==> src/rtl/ext_int_cont.sv <==
// External interrupt controller: synchronises 16 edge-triggered lines, latches
// them as pending, and dispatches the lowest enabled index with a req/service handshake.
module ext_int_cont #(
    parameter int unsigned SYNC_STAGES = 2
) (
    input  logic        clk,
    input  logic        reset_b,
    input  logic [15:0] irq,
    input  logic        int_en,
    input  logic        halt,
    input  logic        mask_we,
    input  logic [15:0] mask_wdata,
    input  logic        pend_clr_we,
    input  logic [15:0] pend_clr_data,
    input  logic        int_rdy,
    input  logic        int_srv_req,
    input  logic [15:0] int_srv_num,
    output logic        int_req,
    output logic [15:0] int_num,
    output logic [15:0] pending,
    output logic [15:0] mask,
    output logic [15:0] in_service,
    output logic        srv_err
);

    typedef enum logic [1:0] {
        IDLE      = 2'd0,
        WAIT_SRV  = 2'd1,
        WAIT_DONE = 2'd2
    } state_t;

    state_t      state_q, state_d;
    logic [15:0] sync_q [SYNC_STAGES];
    logic [15:0] prev_q;
    logic [15:0] pend_q, pend_d;
    logic [15:0] mask_q, mask_d;
    logic [15:0] insrv_q, insrv_d;
    logic [15:0] num_q, num_d;
    logic        req_q, req_d;
    logic        err_q, err_d;

    logic [15:0] irq_edge;
    logic [15:0] eligible;
    logic [15:0] win_oh;
    logic [3:0]  win_idx;
    logic        found;
    logic        dispatch;

    assign irq_edge = sync_q[SYNC_STAGES-1] & ~prev_q;
    assign eligible = pend_q & mask_q;

    always_ff @(posedge clk or negedge reset_b) begin
        if (!reset_b) begin
            for (int unsigned i = 0; i < SYNC_STAGES; i++) begin
                sync_q[i] <= '0;
            end
            prev_q <= '0;
        end else begin
            sync_q[0] <= irq;
            for (int unsigned i = 1; i < SYNC_STAGES; i++) begin
                sync_q[i] <= sync_q[i-1];
            end
            prev_q <= sync_q[SYNC_STAGES-1];
        end
    end

    // Lowest set index wins.
    always_comb begin
        found   = 1'b0;
        win_idx = '0;
        for (int unsigned i = 0; i < 16; i++) begin
            if (eligible[i] && !found) begin
                found   = 1'b1;
                win_idx = 4'(i);
            end
        end
        win_oh = 16'd1 << win_idx;
    end

    always_comb begin
        state_d  = state_q;
        req_d    = 1'b0;
        num_d    = num_q;
        insrv_d  = insrv_q;
        err_d    = err_q;
        mask_d   = mask_we ? mask_wdata : mask_q;
        dispatch = 1'b0;

        case (state_q)
            IDLE: begin
                if (int_rdy && !halt && int_en && found) begin
                    dispatch = 1'b1;
                    req_d    = 1'b1;
                    num_d    = {12'd0, win_idx};
                    insrv_d  = win_oh;
                    state_d  = WAIT_SRV;
                end
            end
            WAIT_SRV: begin
                if (int_srv_req) begin
                    state_d = WAIT_DONE;
                    if (int_srv_num != num_q) begin
                        err_d = 1'b1;
                    end
                end
            end
            WAIT_DONE: begin
                if (!int_srv_req) begin
                    insrv_d = '0;
                    state_d = IDLE;
                end
            end
            default: state_d = IDLE;
        endcase

        // A fresh edge always survives any clear landing in the same cycle.
        pend_d = (pend_q & ~((pend_clr_we ? pend_clr_data : 16'd0) |
                             (dispatch ? win_oh : 16'd0))) | irq_edge;
    end

    always_ff @(posedge clk or negedge reset_b) begin
        if (!reset_b) begin
            state_q <= IDLE;
            req_q   <= 1'b0;
            num_q   <= '0;
            pend_q  <= '0;
            mask_q  <= '0;
            insrv_q <= '0;
            err_q   <= 1'b0;
        end else begin
            state_q <= state_d;
            req_q   <= req_d;
            num_q   <= num_d;
            pend_q  <= pend_d;
            mask_q  <= mask_d;
            insrv_q <= insrv_d;
            err_q   <= err_d;
        end
    end

    assign int_req    = req_q;
    assign int_num    = num_q;
    assign pending    = pend_q;
    assign mask       = mask_q;
    assign in_service = insrv_q;
    assign srv_err    = err_q;

endmodule

==> config.mk <==
export PLATFORM = sky130hd
export DESIGN_NAME = ext_int_cont
export DESIGN_NICKNAME = d
export VERILOG_FILES = /design/src/rtl/ext_int_cont.sv
export SDC_FILE = /design/constraint.sdc
export NUM_CORES = 1
export LEC_CHECK = 0
export CAP_MARGIN = 20
export CORE_MARGIN = 2
export CORE_UTILIZATION = 40
export DETAILED_ROUTE_END_ITERATION = 8
export GPL_TIMING_DRIVEN = 0
export PLACE_DENSITY_LB_ADDON = 0.12
export REMOVE_ABC_BUFFERS = 1
export SLEW_MARGIN = 15
export SYNTH_ARGS = -nofsm -noshare
export SYNTH_HDL_FRONTEND = slang
export SYNTH_SLANG_ARGS = --single-unit
export TNS_END_PERCENT = 50
==> constraint.sdc <==
create_clock -name clk -period 2.5 [get_ports clk]
set_input_delay 0.625 -clock clk [delete_from_list [all_inputs] [get_ports clk]]
set_output_delay 0.625 -clock clk [all_outputs]
set_load 0.05 [all_outputs]
==> flow_metrics.tcl <==
set metrics [dict create \
    h-tree-depth 3 \
    drtAntennaViolNets 0 \
    end_kind "flip-flop" \
    synth_top_area_frac 0.647 \
    core-area_sq_um 9770 \
    floorplan.die_area_sq_um 10900 \
    cts_tree "yes" \
    diodes 0 \
    die_h_microns 104 \
    via_count 2830 \
    fmax_mhz 421 \
    synth_cell_types 52 \
    clk_path_buf_depth 2 \
    synth_area_leader_cell "dfrtp_1" \
    postCtsSetupBuffers 0 \
    rows 36 \
    synth-edff-count 0 \
    die_x_microns 104 \
    grt_setup_unrepaired "no" \
    post_drt_wl_per_cell_microns 16.0 \
    grt_pass1_wl_microns 15300 \
    ys_ff_latch 104 \
    portBuffers 125 \
    areaGrowthSynthToFinish_pct 38.4 \
    start_util 0.411 \
    worstSkewPairLatency_ns 0.36 \
    finalSetupViolCount 0 \
    ios 138 \
    regArea_sq_um 2600 \
    reg2reg_from "pending[6]$_DFF_PN0_" \
    peakVddDrop_mv 0.423 \
    drt_iter0_markers 70 \
    viasPerCell 4.88 \
    syn-cell-area_sq_um 4020 \
    synth_ff_type "dfrtp_1" \
    yosysSeqAreaShare 0.647 \
    drt-pass1-iter-count 4 \
    fin_crit_ns 2.38 \
    postRouteWirelength_microns 9300 \
    dp_hpwl_microns 6900 \
    hold_class "in -> async" \
    power.leakage_nw 2.45 \
    critical_path_class "in -> reg" \
    worstMarginPinSlew_ns 0.845 \
    syn_area_per_cell_sq_um 12.8 \
    cp-start-kind "input port" \
    cp.arrival_ns 2.61 \
    fin_skew_ns 0.00797 \
    drc 0 \
    synthArstFlopShare 1.00 \
    stdcell_count 580 \
    root_buffer "clkbuf_8" \
    final_nets 514 \
    ctsHoldBuffers 0 \
    grt_pass1_vias 2934 \
    fillers 839 \
    drive_gt1_frac 0.123 \
    reg2reg_to "pending[1]$_DFF_PN0_" \
    fin_area_sq_um 5560 \
    multi_input_area_sq_um 1250 \
    placed_cell_area_sq_um 5370 \
    reg2reg_depth 6 \
    overflow 0 \
    gp_congestion 0.782 \
    p_per_area_nw_per_um2 745 \
    cp.required_ns 2.73 \
    dp_cells 564 \
    finalCritPeriodShare 0.950 \
    status "finished clean" \
    finalSetupTns_ns 0 \
    synthCells 313 \
    netlist_top_cells_area "dfrtp_1 65%, mux2_2 4.8%, nand2_1 3.9%, buf_4 2.4%, a21o_1 1.9%" \
    slew_violations 0 \
    numCtsBuffers 9 \
    yosysWarnings 0 \
    max-slew-margin-rel 0.435 \
    grt_antenna_before_repair 0 \
    hold_violations 0 \
    cts_sinks 104 \
    maxCapViolations 0 \
    path_clk_slew_ns 0.10 \
    startpoint "halt" \
    grt_max_degree 59 \
    grt_use_total 0.180 \
    crit_fanout 7 \
    rrSetupSlack_ns 0.29 \
]
-- critical path, stage by stage --
cell	delay [ns]
clkdlybuf4s50_1	0.39
nand3b_1	0.23
or3_1	0.48
or3_4	0.47
nor3_1	0.30
o22ai_1	0.11
-- power breakdown --
group / switching (mW) / total (mW) / internal [mW]
clock: 0.607 / 0.990 / 0.384
sequential: 0.138 / 1.97 / 1.83
combinational: 0.744 / 1.19 / 0.442
-- cells by family after synthesis --
group,after synthesis,share of synthesized area
AO/OA/AOI/OAI,72,0.145
XOR/XNOR,5,0.0109
buffers and inverters,39,0.0523
flip-flops,104,0.647
multiplexers,17,0.0476
other,1,0.000933
AND/OR/NAND/NOR,75,0.0959
-- final cells by class --
type,instances,share of cell area
clock buffers,9,0.0223
clock inverters,7,0.0110
inverters,20,0.0135
multi-input cells,181,0.225
flip-flops and latches,104,0.468
well taps,133,0.0299
repair buffers,126,0.230
-- per-stage QoR --
step / total power [mW] / worst slack (ns) / hold slack (ns) / utilization
after global placement: 3.18 / -2.98 / 0.332 / 0.547
final: 4.15 / 0.124 / 0.171 / 0.569
after CTS: 4.20 / 0.0490 / 0.176 / 0.569
after floorplan: 2.70 / 0.421 / 0.329 / -
after detailed placement: 3.20 / -0.317 / 0.336 / 0.550
after global routing: 4.35 / 0.00378 / 0.184 / 0.569
-- sequential cells by signal (all words and copies together) (netlist names) --
register and flops:
sync_q 32, in_service 16, mask 16, pending 16
prev_q 16, int_num 4, state_q 2, int_req 1
srv_err 1
-- metal layers --
layer | GRT usage | vias up | wire, microns
met1 | 0.230 | 1400 | 4020
met4 | 0.0463 | 0 | 83
met5 | 0 | - | 0
met2 | 0.299 | 86 | 4610
met3 | 0.0558 | 9 | 582
li1 | - | 1335 | -
-- synth_stat cells (2+ instances only) --
| master | n |
|---|---|
| xnor2_1 | 2 |
| a22oi_1 | 2 |
| nand4_1 | 2 |
| nor4_2 | 2 |
| and2_1 | 3 |
| nand2_1 | 42 |
| o22ai_1 | 9 |
| or3_4 | 2 |
| o2bb2ai_1 | 7 |
| buf_6 | 2 |
| xor2_1 | 3 |
| dfrtp_1 | 104 |
| a22oi_2 | 3 |
| a21o_1 | 10 |
| nor3_1 | 4 |
| nor4_1 | 5 |
| o21ai_0 | 3 |
| buf_4 | 13 |
| a21oi_1 | 8 |
| inv_1 | 20 |
| clkbuf_1 | 4 |
| nor2_1 | 5 |
| a32o_1 | 2 |
| o21ai_1 | 5 |
| o211ai_1 | 7 |
| mux2_2 | 17 |
| a32oi_1 | 2 |
-- worst max path at each step --
stage,end,slack (ns),cells past startpoint
finish,pending[4]$_DFF_PN0_,0.12,6
global placement,sync_q[28]$_DFF_PN0_,-2.98,1
detailed placement,pending[14]$_DFF_PN0_,-0.32,7
global route,pending[4]$_DFF_PN0_,0.004,6
floorplan,pending[14]$_DFF_PN0_,0.42,5
CTS,pending[15]$_DFF_PN0_,0.05,7
-- timing repair --
| action | CTS | global route |
|---|---|---|
| hold endpoints to repair | 0 | 0 |
| resized for setup | 0 | 1 |
| endpoints found under the setup margin | 0 | 4 |
-- cells in the final DEF, fill, tap and decap left out, drive strengths merged, types with 4 or more instances in the layout --
cell,netlist,routed
inv,20,24
mux2,17,17
o21ai,8,8
and2,4,4
nand2,42,42
nor3,5,5
nor2,6,6
o2bb2ai,7,7
clkbuf,4,9
nor4,7,7
conb,1,12
o211ai,8,8
o22ai,9,9
clkdlybuf4s50,0,124
a21o,10,10
a21oi,9,9
a22oi,6,6
dfrtp,104,104
(Power assumes the default switching activity.)
